<file path="src/rtl/zmod_dac_sample_feeder_pkg.sv">
// zmod_dac_pkg: shared widths, FSM state type and 16->14 bit round/saturate conversion
package zmod_dac_pkg;
  localparam int DAC_W = 14;
  localparam int IN_W = 16;
  typedef enum logic [1:0] {IDLE, FILL, RUN} state_t;
  function automatic logic signed [DAC_W-1:0] sat_round_16to14(input logic signed [IN_W-1:0] x);
    logic [IN_W:0] s;
    logic [DAC_W:0] y;
    s = {x[IN_W-1], x} + (IN_W+1)'(2);
    y = s[IN_W:2];
    return y[DAC_W] == y[DAC_W-1] ? y[DAC_W-1:0] : {y[DAC_W], {(DAC_W-1){~y[DAC_W]}}};
  endfunction
endpackage

</file>
<file path="src/rtl/zmod_dac_sample_feeder_if.sv">
// zmod_dac_sample_feeder_if: valid/ready stream of packed I/Q words ([15:0] = I, [31:16] = Q)
interface zmod_dac_sample_feeder_if;
  import zmod_dac_pkg::*;
  logic [2*IN_W-1:0] tdata;
  logic tvalid;
  logic tready;
  modport master(output tdata, output tvalid, input tready);
  modport slave(input tdata, input tvalid, output tready);
endinterface

</file>
<file path="src/rtl/zmod_dac_sample_feeder_fifo.sv">
// zmod_sync_fifo: single-clock first-word-fall-through FIFO
//   push/din write when not full; pop advances head when not empty; flush empties it.
//   dout always shows the head entry; level = occupancy (0..2**AW).
module zmod_sync_fifo #(
  parameter int AW = 4,
  parameter int DW = 32
) (
  input  logic          clk,
  input  logic          rst,
  input  logic          push,
  input  logic          pop,
  input  logic          flush,
  input  logic [DW-1:0] din,
  output logic [DW-1:0] dout,
  output logic          full,
  output logic          empty,
  output logic [AW:0]   level
);
  logic [DW-1:0] mem_q [2**AW];
  logic [AW:0] wp_q, rp_q;
  always_ff @(posedge clk) begin
    if (rst || flush) begin
      wp_q <= '0;
      rp_q <= '0;
    end else begin
      if (push && !full) wp_q <= wp_q + 1'b1;
      if (pop && !empty) rp_q <= rp_q + 1'b1;
    end
  end
  always_ff @(posedge clk) if (push && !full) mem_q[wp_q[AW-1:0]] <= din;
  assign level = wp_q - rp_q;
  assign full = level[AW];
  assign empty = level == '0;
  assign dout = mem_q[rp_q[AW-1:0]];
endmodule

</file>
<file path="src/rtl/zmod_dac_sample_feeder.sv">
// zmod_dac_sample_feeder: buffers I/Q stream, paces samples out and converts them to 14-bit for the AD9717 driver
//   clk, rst            : DAC sample clock, sync active-high reset
//   i_enable            : playback enable, low stops and flushes
//   s_axis              : I/Q input stream (slave)
//   i16_rate_div        : output period minus 1 in clk cycles
//   i_clr_underrun      : clears the sticky underrun flag (a same-cycle set wins)
//   os14_data_i/q       : converted samples, o_run: high in RUN, o_underrun, o_level: FIFO occupancy
module zmod_dac_sample_feeder
  import zmod_dac_pkg::*;
#(
  parameter int FIFO_AW = 4,
  parameter int PREFILL = 8
) (
  input  logic                    clk,
  input  logic                    rst,
  input  logic                    i_enable,
  zmod_dac_sample_feeder_if.slave s_axis,
  input  logic [15:0]             i16_rate_div,
  input  logic                    i_clr_underrun,
  output logic signed [DAC_W-1:0] os14_data_i,
  output logic signed [DAC_W-1:0] os14_data_q,
  output logic                    o_run,
  output logic                    o_underrun,
  output logic [FIFO_AW:0]        o_level
);
  localparam logic [FIFO_AW:0] PF = PREFILL[FIFO_AW:0];
  state_t state_q, state_d;
  logic [15:0] cnt_q, cnt_d;
  logic signed [DAC_W-1:0] di_q, di_d, dq_q, dq_d;
  logic und_q, und_d;
  logic full, empty, flush, push, pop, tick;
  logic [2*IN_W-1:0] head;
  logic [FIFO_AW:0] level;
  zmod_sync_fifo #(.AW(FIFO_AW), .DW(2*IN_W)) u_fifo (
    .clk(clk), .rst(rst), .push(push), .pop(pop), .flush(flush),
    .din(s_axis.tdata), .dout(head), .full(full), .empty(empty), .level(level)
  );
  assign s_axis.tready = state_q != IDLE && !full;
  assign push = s_axis.tvalid && s_axis.tready;
  // A disable edge flushes; the FIFO gives flush priority, so a word accepted then is dropped
  assign flush = state_q == IDLE || !i_enable;
  assign tick = state_q == RUN && i_enable && cnt_q == '0;
  assign pop = tick && !empty;
  always_comb begin
    state_d = !i_enable ? IDLE : state_q == IDLE ? FILL : (state_q == FILL && level >= PF) ? RUN : state_q;
    cnt_d = state_q != RUN ? '0 : tick ? i16_rate_div : cnt_q - 16'd1;
    di_d = flush ? '0 : tick ? (empty ? '0 : sat_round_16to14(head[IN_W-1:0])) : di_q;
    dq_d = flush ? '0 : tick ? (empty ? '0 : sat_round_16to14(head[2*IN_W-1:IN_W])) : dq_q;
    und_d = (tick && empty) ? 1'b1 : i_clr_underrun ? 1'b0 : und_q;
  end
  always_ff @(posedge clk) begin
    if (rst) begin
      state_q <= IDLE;
      cnt_q <= '0;
      di_q <= '0;
      dq_q <= '0;
      und_q <= 1'b0;
    end else begin
      state_q <= state_d;
      cnt_q <= cnt_d;
      di_q <= di_d;
      dq_q <= dq_d;
      und_q <= und_d;
    end
  end
  assign os14_data_i = di_q;
  assign os14_data_q = dq_q;
  assign o_run = state_q == RUN;
  assign o_underrun = und_q;
  assign o_level = level;
endmodule

</file>
<file path="src/flat_wrapper.sv">
// flat-port wrapper written by rule: the top's interface ports become plain ports
module zmod_dac_sample_feeder_flat import zmod_dac_pkg::*;
#(
  parameter int FIFO_AW = 4,
  parameter int PREFILL = 8
)
  (clk, rst, i_enable, i16_rate_div, i_clr_underrun, os14_data_i, os14_data_q, o_run, o_underrun, o_level, s_axis_tdata, s_axis_tvalid, s_axis_tready);
  zmod_dac_sample_feeder_if s_axis_i ();
  input  logic clk;
  input  logic rst;
  input  logic i_enable;
  input  logic [15:0] i16_rate_div;
  input  logic i_clr_underrun;
  output logic signed [DAC_W-1:0] os14_data_i;
  output logic signed [DAC_W-1:0] os14_data_q;
  output logic o_run;
  output logic o_underrun;
  output logic [FIFO_AW:0] o_level;
  input wire logic [$bits(s_axis_i.tdata)-1:0] s_axis_tdata;
  input wire logic [$bits(s_axis_i.tvalid)-1:0] s_axis_tvalid;
  output wire logic [$bits(s_axis_i.tready)-1:0] s_axis_tready;
  assign s_axis_i.tdata = s_axis_tdata;
  assign s_axis_i.tvalid = s_axis_tvalid;
  assign s_axis_tready = s_axis_i.tready;
  zmod_dac_sample_feeder #(.FIFO_AW(FIFO_AW), .PREFILL(PREFILL)) u_core (.clk(clk), .rst(rst), .i_enable(i_enable), .s_axis(s_axis_i), .i16_rate_div(i16_rate_div), .i_clr_underrun(i_clr_underrun), .os14_data_i(os14_data_i), .os14_data_q(os14_data_q), .o_run(o_run), .o_underrun(o_underrun), .o_level(o_level));
endmodule
</file>
<file path="config.mk">
export PLATFORM = sky130hd
export DESIGN_NAME = zmod_dac_sample_feeder_flat
export DESIGN_NICKNAME = d
export VERILOG_FILES = /design/src/rtl/zmod_dac_sample_feeder_pkg.sv /design/src/rtl/zmod_dac_sample_feeder_if.sv /design/src/rtl/zmod_dac_sample_feeder_fifo.sv /design/src/rtl/zmod_dac_sample_feeder.sv /design/src/flat_wrapper.sv
export SDC_FILE = /design/constraint.sdc
export NUM_CORES = 1
export LEC_CHECK = 0
export CORE_MARGIN = 2
export CORE_UTILIZATION = 35
export CTS_BUF_LIST = sky130_fd_sc_hd__clkbuf_8
export DETAILED_ROUTE_END_ITERATION = 8
export PLACE_DENSITY = 0.64
export SLEW_MARGIN = 20
export SYNTH_ARGS = -nofsm -noshare
export SYNTH_HDL_FRONTEND = slang
export SYNTH_SLANG_ARGS = --single-unit
</file>
<file path="constraint.sdc">
create_clock -name clk -period 5 [get_ports clk]
set_input_delay 1 -clock clk [delete_from_list [all_inputs] [get_ports clk]]
set_output_delay 1 -clock clk [all_outputs]
set_load 0.01 [all_outputs]
</file>
==> results.sh, run 1 <==
export IMPL_status="complete, no violations"
export IMPL_dieHeight_um=254
export IMPL_cts_tree="yes"
export IMPL_fmax_mhz=251
export IMPL_clk_pin_slew_worst_paths_ps=70
export IMPL_root_buffer="clkbuf_8"
export IMPL_arrival_ps=4550
export IMPL_vias=11700
export IMPL_rsz0062_at_grt="false"
export IMPL_cts_hold_buffers_added=0
export IMPL_drtAntennaViolNets=0
export IMPL_finalSetupViolations=0
export IMPL_clkLatencyLatePin_ps=660
export IMPL_slew_limit_headroom_pct=36.8
export IMPL_cts_resized=0
export IMPL_min_period_over_period_pct=79.6
export IMPL_core_area_um2=61700
export IMPL_critical_path_class="flop to flop"
export IMPL_crit_slowest_cell="nor2b_1"
export IMPL_io_buffers=86
export IMPL_ios=89
export IMPL_num_antenna_cells=0
export IMPL_yosysSeqAreaShare_pct=71.5
export IMPL_peakVddDrop_uv=170
export IMPL_hp_class="flop to flop"
export IMPL_mostFrequentLayoutCell="edfxtp_1"
export IMPL_grt_use_met1_pct=21.4
export IMPL_clock_path_buffers=3
export IMPL_p_leak_nw=8.02
export IMPL_min_period_ps=3980
export IMPL_grt_busiest_layer="met2"
export IMPL_maxCapViolations=0
export IMPL_pre_cts_slack_ps=1020
export IMPL_antenna_found_initial=1
export IMPL_fin_nets=1424
export IMPL_die_area_um2=64500
export IMPL_grt_max_degree=48
export IMPL_start_util_pct=35.5
export IMPL_critPathRequiredTime_ps=5570
export IMPL_yosysUniqueCellTypes=71
export IMPL_drt_pass1_iter_count=5
export IMPL_die_x_um=254
export IMPL_synthesis_nets=1270
export IMPL_overflow=0
export IMPL_cp_end_kind="flop"
export IMPL_vias_per_cell=5.15
export IMPL_worstHoldPathCells=2
export IMPL_drc=0
export IMPL_dp_final_hpwl_mm=29.8
export IMPL_worstPathCellList="nor2b_1 -> a221oi_1 -> a22oi_1 -> o21ai_2 -> ha_1 -> nor2b_1 -> and2_1 -> a41oi_2 -> nand2_1 -> o21ai_0"
export IMPL_layout_drive_gt1_share_pct=18.3
export IMPL_globalRouteMet2Util_pct=25.9
export IMPL_drt_iter0_markers=1072
export IMPL_grt_pass1_vias=11900
export IMPL_crit_buf_inv=0
export IMPL_cts_setup_buffers=0
export IMPL_yosysWarnings=0
export IMPL_synth_edff_count=480
export IMPL_mostFrequentLayoutCells="edfxtp_1 (480), clkbuf_8 (95), clkdlybuf4s50_1 (86), mux4_2 (70), nor2_1 (65)"
export IMPL_syn_area_per_cell_um2=18.2
export IMPL_timing_setup_tns_ps=0
export IMPL_synthToLayoutAreaGrowth_pct=15.8
export IMPL_maxSlewViolCount=0
export IMPL_worst_slack_ps=1020
export IMPL_cp_max_fo=42
export IMPL_hold_violations=0
export IMPL_h_tree_depth=3
export IMPL_critical_path_max_stage_delay_ps=820
export IMPL_worst_pin_slew_ps=945
export IMPL_async_flop_share_pct=0
export IMPL_synthCells=1204
export IMPL_cts_buffers=87
export IMPL_powerDensity_nw_per_um2=334
export IMPL_drt_total_wl_mm=50.5
export IMPL_synth_seq_cells=541
export IMPL_grt_first_pass_wirelength_mm=74.7
export IMPL_nFillCells=5564
export IMPL_clkSinkCount=541
export IMPL_r2r_cells=10
export IMPL_crit_path_frequent_cell="nor2b_1"
export IMPL_use_met3_pct=2.96
export IMPL_synthFlopType="edfxtp_1"
export IMPL_routedWlPerCell_um=22.3
export IMPL_whs_ps=452
export IMPL_mappedNetlistArea_um2=21900
export IMPL_cp_start_kind="flop"
export IMPL_clock_skew_ps=28.1
export IMPL_grtUsageTotal_pct=15.8
export IMPL_rows=91
export IMPL_crit_family="simple AND/OR/NAND/NOR gates"
export IMPL_gp_congestion=0.828
export IMPL_cp_depth=10
[layer usage]
layer  share of wire, %  vias to the layer above
li1                   -                     5186
met1                 44                     5989
met2                 48                      409
met3                6.4                       68
met4                1.8                        0
met5                  0                        -
[cell usage after synthesis (3+ instances only)]
| cell type | n | area, um^2 |
|---|---|---|
| a21oi_1 | 33 | 165 |
| xnor2_1 | 24 | 210 |
| a211oi_1 | 8 | 60.1 |
| o21bai_1 | 5 | 37.5 |
| mux4_1 | 37 | 972 |
| buf_4 | 7 | 52.6 |
| o21ai_0 | 23 | 115 |
| and2_1 | 9 | 56.3 |
| mux2i_1 | 42 | 420 |
| edfxtp_1 | 480 | 14400 |
| a22oi_1 | 22 | 165 |
| nand3_1 | 17 | 85.1 |
| nor2_1 | 77 | 289 |
| or2_2 | 4 | 25.0 |
| o22ai_1 | 4 | 25.0 |
| clkbuf_1 | 18 | 67.6 |
| a22o_1 | 5 | 43.8 |
| nor3_1 | 17 | 85.1 |
| inv_1 | 15 | 56.3 |
| buf_6 | 3 | 33.8 |
| nand2_1 | 53 | 199 |
| nand2b_1 | 8 | 50.1 |
| buf_12 | 7 | 140 |
| buf_1 | 3 | 11.3 |
| nor3b_1 | 6 | 45.0 |
| o21ai_1 | 5 | 25.0 |
| mux2_2 | 8 | 90.1 |
| buf_8 | 4 | 60.1 |
| xor2_1 | 13 | 114 |
| nand4_1 | 12 | 75.1 |
| mux4_2 | 70 | 1580 |
| and4_1 | 4 | 35.0 |
| or3_1 | 3 | 18.8 |
| nor2b_1 | 10 | 62.6 |
| a221oi_1 | 13 | 114 |
| buf_2 | 16 | 80.1 |
| dfxtp_1 | 61 | 1220 |
| ha_1 | 12 | 150 |
| nor4_1 | 4 | 25.0 |
[tightest hold or removal path, delay by kind of cell (launching register included)]
kind             cells  cell delay (ps)
flip-flops           1              310
AND/OR/NAND/NOR      1               50
AO/OA/AOI/OAI        1               50
[sequential cells by signal, indices dropped and copies added, names as in the netlist, named ones only]
name,flops
u_core.o_underrun,1
u_core.u_fifo.mem_q,480
u_core.u_fifo.rp_q,5
u_core.state_q,2
u_core.os14_data_i,14
u_core.cnt_q,16
u_core.os14_data_q,14
u_core.u_fifo.wp_q,5
[power breakdown]
group          leakage (nW)  total, mW  switching, mW  internal, mW
clock                 0.931       3.39           1.65          1.74
sequential             4.81       4.92        0.00190          4.92
combinational          2.28      0.150         0.0929        0.0569
[layout make-up]
cell class / count / area, um^2 / share of cell area, %
clock buffers: 95 / 1310 / 5.16
clock inverters: 61 / 255 / 1.01
inverters: 15 / 56.3 / 0.222
multi-input cells: 590 / 5850 / 23.1
flip-flops and latches: 541 / 15600 / 61.7
well taps: 837 / 1050 / 4.13
repair buffers: 123 / 1180 / 4.64
[worst paths after layout]
kind	from	end	slack (ps)
setup / recovery	flop	u_core.os14_data_q[10]	1020
hold / removal	u_core.os14_data_i[8]	u_core.os14_data_i[8]	450
setup reg to reg	flop	u_core.os14_data_q[10]	1020
hold reg to reg	u_core.os14_data_i[8]	u_core.os14_data_i[8]	450
[stage by stage]
| stage | utilization, % | total power, mW | cell area, um^2 | instances |
|---|---|---|---|---|
| global placement | 38.5 | 5.16 | 23800 | 2106 |
| CTS | 41.1 | 8.56 | 25300 | 2262 |
| finish | 41.1 | 8.46 | 25300 | 2262 |
| floorplan | - | 5.06 | 21900 | 1204 |
| global route | 41.1 | 8.76 | 25300 | 2262 |
| detailed placement | 38.5 | 5.17 | 23800 | 2106 |
[cells by family after synthesis]
kind of cell	share of synthesized area, %
xor+xnor	1.48
simple gates	5.37
flops	71.5
buf+inv	2.29
compound gates	4.64
mux	14.0
fa+ha+maj	0.778
Note: power is estimated with default switching activity, not from simulation.
==> inputs of run 2 (changes only) <==
==> constraint.sdc (replaced) <==
create_clock -name clk -period 3.2 [get_ports clk]
set_input_delay 0.64 -clock clk [delete_from_list [all_inputs] [get_ports clk]]
set_output_delay 0.64 -clock clk [all_outputs]
set_load 0.01 [all_outputs]
==> results.sh, run 2 (synthesis results as in run 1) <==
export IMPL_post_dp_cell_area_um2=24500
export IMPL_cts_hold_buffers_added=0
export IMPL_gp_congestion=0.808
export IMPL_grt_use_met1_pct=21.4
export IMPL_drtAntennaViolNets=0
export IMPL_maxSlewViolCount=0
export IMPL_fin_nets=1483
export IMPL_clock_path_buffers=3
export IMPL_vias_per_cell=5.12
export IMPL_antenna_found_initial=4
export IMPL_mostFrequentLayoutCells="edfxtp_1 (480), clkbuf_8 (94), clkdlybuf4s50_1 (83), mux4_2 (70), nor2_1 (64)"
export IMPL_clock_skew_ps=62.1
export IMPL_hp_start="u_core.os14_data_q[4]"
export IMPL_mostFrequentLayoutCell="edfxtp_1"
export IMPL_largest_reg_flops=480
export IMPL_powerDensity_nw_per_um2=514
export IMPL_cp_max_fo=12
export IMPL_hold_violations=0
export IMPL_slew_limit_headroom_pct=53.9
export IMPL_grtUsageTotal_pct=16.2
export IMPL_cts_buffers=89
export IMPL_placed_cells=2156
export IMPL_finalSetupViolations=0
export IMPL_start_util_pct=35.5
export IMPL_root_buffer="clkbuf_8"
export IMPL_maxCapViolations=0
export IMPL_crit_buf_inv=3
export IMPL_worst_pin_slew_ps=690
export IMPL_cp_end_kind="flop"
export IMPL_clkSinkCount=541
export IMPL_layout_drive_gt1_share_pct=23.5
export IMPL_peakVddDrop_uv=240
export IMPL_fmax_mhz=324
export IMPL_rsz0062_at_grt="true"
export IMPL_worstPathCellList="buf_12 -> buf_4 -> mux4_1 -> a22oi_1 -> nand2_1 -> ha_1 -> inv_1 -> a21oi_1 -> o2111a_2 -> o31ai_1 -> a21oi_1"
export IMPL_critical_path_class="flop to flop"
export IMPL_min_period_ps=3080
export IMPL_crit_path_frequent_cell="a21oi_1"
export IMPL_die_x_um=254
export IMPL_fin_cells=2322
export IMPL_critical_path_max_stage_delay_ps=600
export IMPL_use_met3_pct=4.52
export IMPL_power_frac_clock_pct=41.5
export IMPL_p_sw_share_pct=20.9
export IMPL_design_area_um2=26400
export IMPL_h_tree_depth=3
export IMPL_p_comb_share_pct=1.8
export IMPL_grt_busiest_layer="met2"
export IMPL_grt_max_degree=49
export IMPL_crit_family="compound AO/OA/AOI/OAI gates"
export IMPL_dp_final_hpwl_mm=31.4
export IMPL_rows=91
export IMPL_grt_pass1_vias=12100
export IMPL_vias=11900
export IMPL_clk_pin_slew_worst_paths_ps=70
export IMPL_grt_first_pass_wirelength_mm=76.5
export IMPL_dieHeight_um=254
export IMPL_core_area_um2=61700
export IMPL_drt_iter0_markers=1239
export IMPL_cts_tree="yes"
export IMPL_crit_slowest_cell="mux4_1"
export IMPL_hp_class="flop to flop"
export IMPL_arrival_ps=3560
export IMPL_io_buffers=86
export IMPL_synthToLayoutAreaGrowth_pct=20.7
export IMPL_globalRouteMet2Util_pct=25.6
export IMPL_timing_setup_tns_ps=0
export IMPL_die_area_um2=64500
export IMPL_p_leak_nw=8.45
export IMPL_routedWlPerCell_um=22.4
export IMPL_min_period_over_period_pct=96.4
export IMPL_overflow=0
export IMPL_pwr_share_seq_pct=56.6
export IMPL_cp_start_kind="flop"
export IMPL_ios=89
export IMPL_drt_total_wl_mm=51.9
export IMPL_critPathRequiredTime_ps=3680
export IMPL_status="complete, no violations"
export IMPL_drt_pass1_iter_count=5
export IMPL_p_switching_mw=2.84
export IMPL_p_int_mw=10.7
export IMPL_drc=0
export IMPL_clkLatencyLatePin_ps=670
[run 2: changes by cell type in the layout (fill, tap and decap cells not counted), sizes merged, moves of 3 or more]
cell,change
clkinv,+8
inv,-10
bufinv,+3
buf,+56
clkdlybuf4s50,-3
[run 2: layout make-up]
cell class                      instances  area [um^2]
Fill cell                            5422        35300
Clock buffer                           94         1290
Antenna cell                            1         2.50
Timing Repair Buffer                  180         1980
Tap cell                              837         1050
Inverter                               15         56.3
Clock inverter                         64          362
Multi-Input combinational cell        590         6020
Sequential cell                       541        15700
[run 2: power by group through the flow]
stage / clock network [mW] / registers [mW] / logic, mW
detailed placement: 0 / 7.84 / 0.245
global route: 6.07 / 7.69 / 0.269
global placement: 0 / 7.84 / 0.234
finish: 5.64 / 7.69 / 0.247
CTS: 5.79 / 7.69 / 0.245
floorplan: 0 / 7.84 / 0.0652
[run 2: layer usage]
metal  vias up  share of wire [%]
met1      6019                 42
met5         -              0.069
met3       102                8.2
li1       5297                  -
met2       455                 47
met4         6                2.8
[run 2: through the flow]
stage / hold WS (ps) / utilization, % / total power, mW / setup WS, ps
after global placement: 447 / 39.8 / 8.07 / 58.2
final: 450 / 42.8 / 13.6 / 116
after global routing: 479 / 42.8 / 14.0 / -29.2
after floorplan: 471 / - / 7.91 / -63.5
after CTS: 454 / 42.5 / 13.7 / -46.0
after detailed placement: 446 / 39.8 / 8.09 / -18.4
[run 2: repair_timing]
action                                  in CTS  in global routing
cloned                                       0                  1
pin swaps                                    2                  6
buffers inserted                             4                  2
endpoints found under the setup margin      16                 48
gates resized for setup                      8                 28
[run 2: worst paths after layout]
kind	end	slack [ps]	cells past startpoint
hold reg to reg	u_core.os14_data_q[4]	450	2
setup reg to reg	u_core.os14_data_i[12]	120	11
setup / recovery	u_core.os14_data_i[12]	120	11
hold / removal	u_core.os14_data_q[4]	450	2
[run 2: worst register-to-register path, stage by stage, from the launching register on]
cell      delay, ps
dfxtp_4         420
buf_12          140
buf_4           150
mux4_1          600
a22oi_1         180
nand2_1         120
ha_1            280
inv_1           200
a21oi_1          80
o2111a_2        380
o31ai_1         250
a21oi_1         100
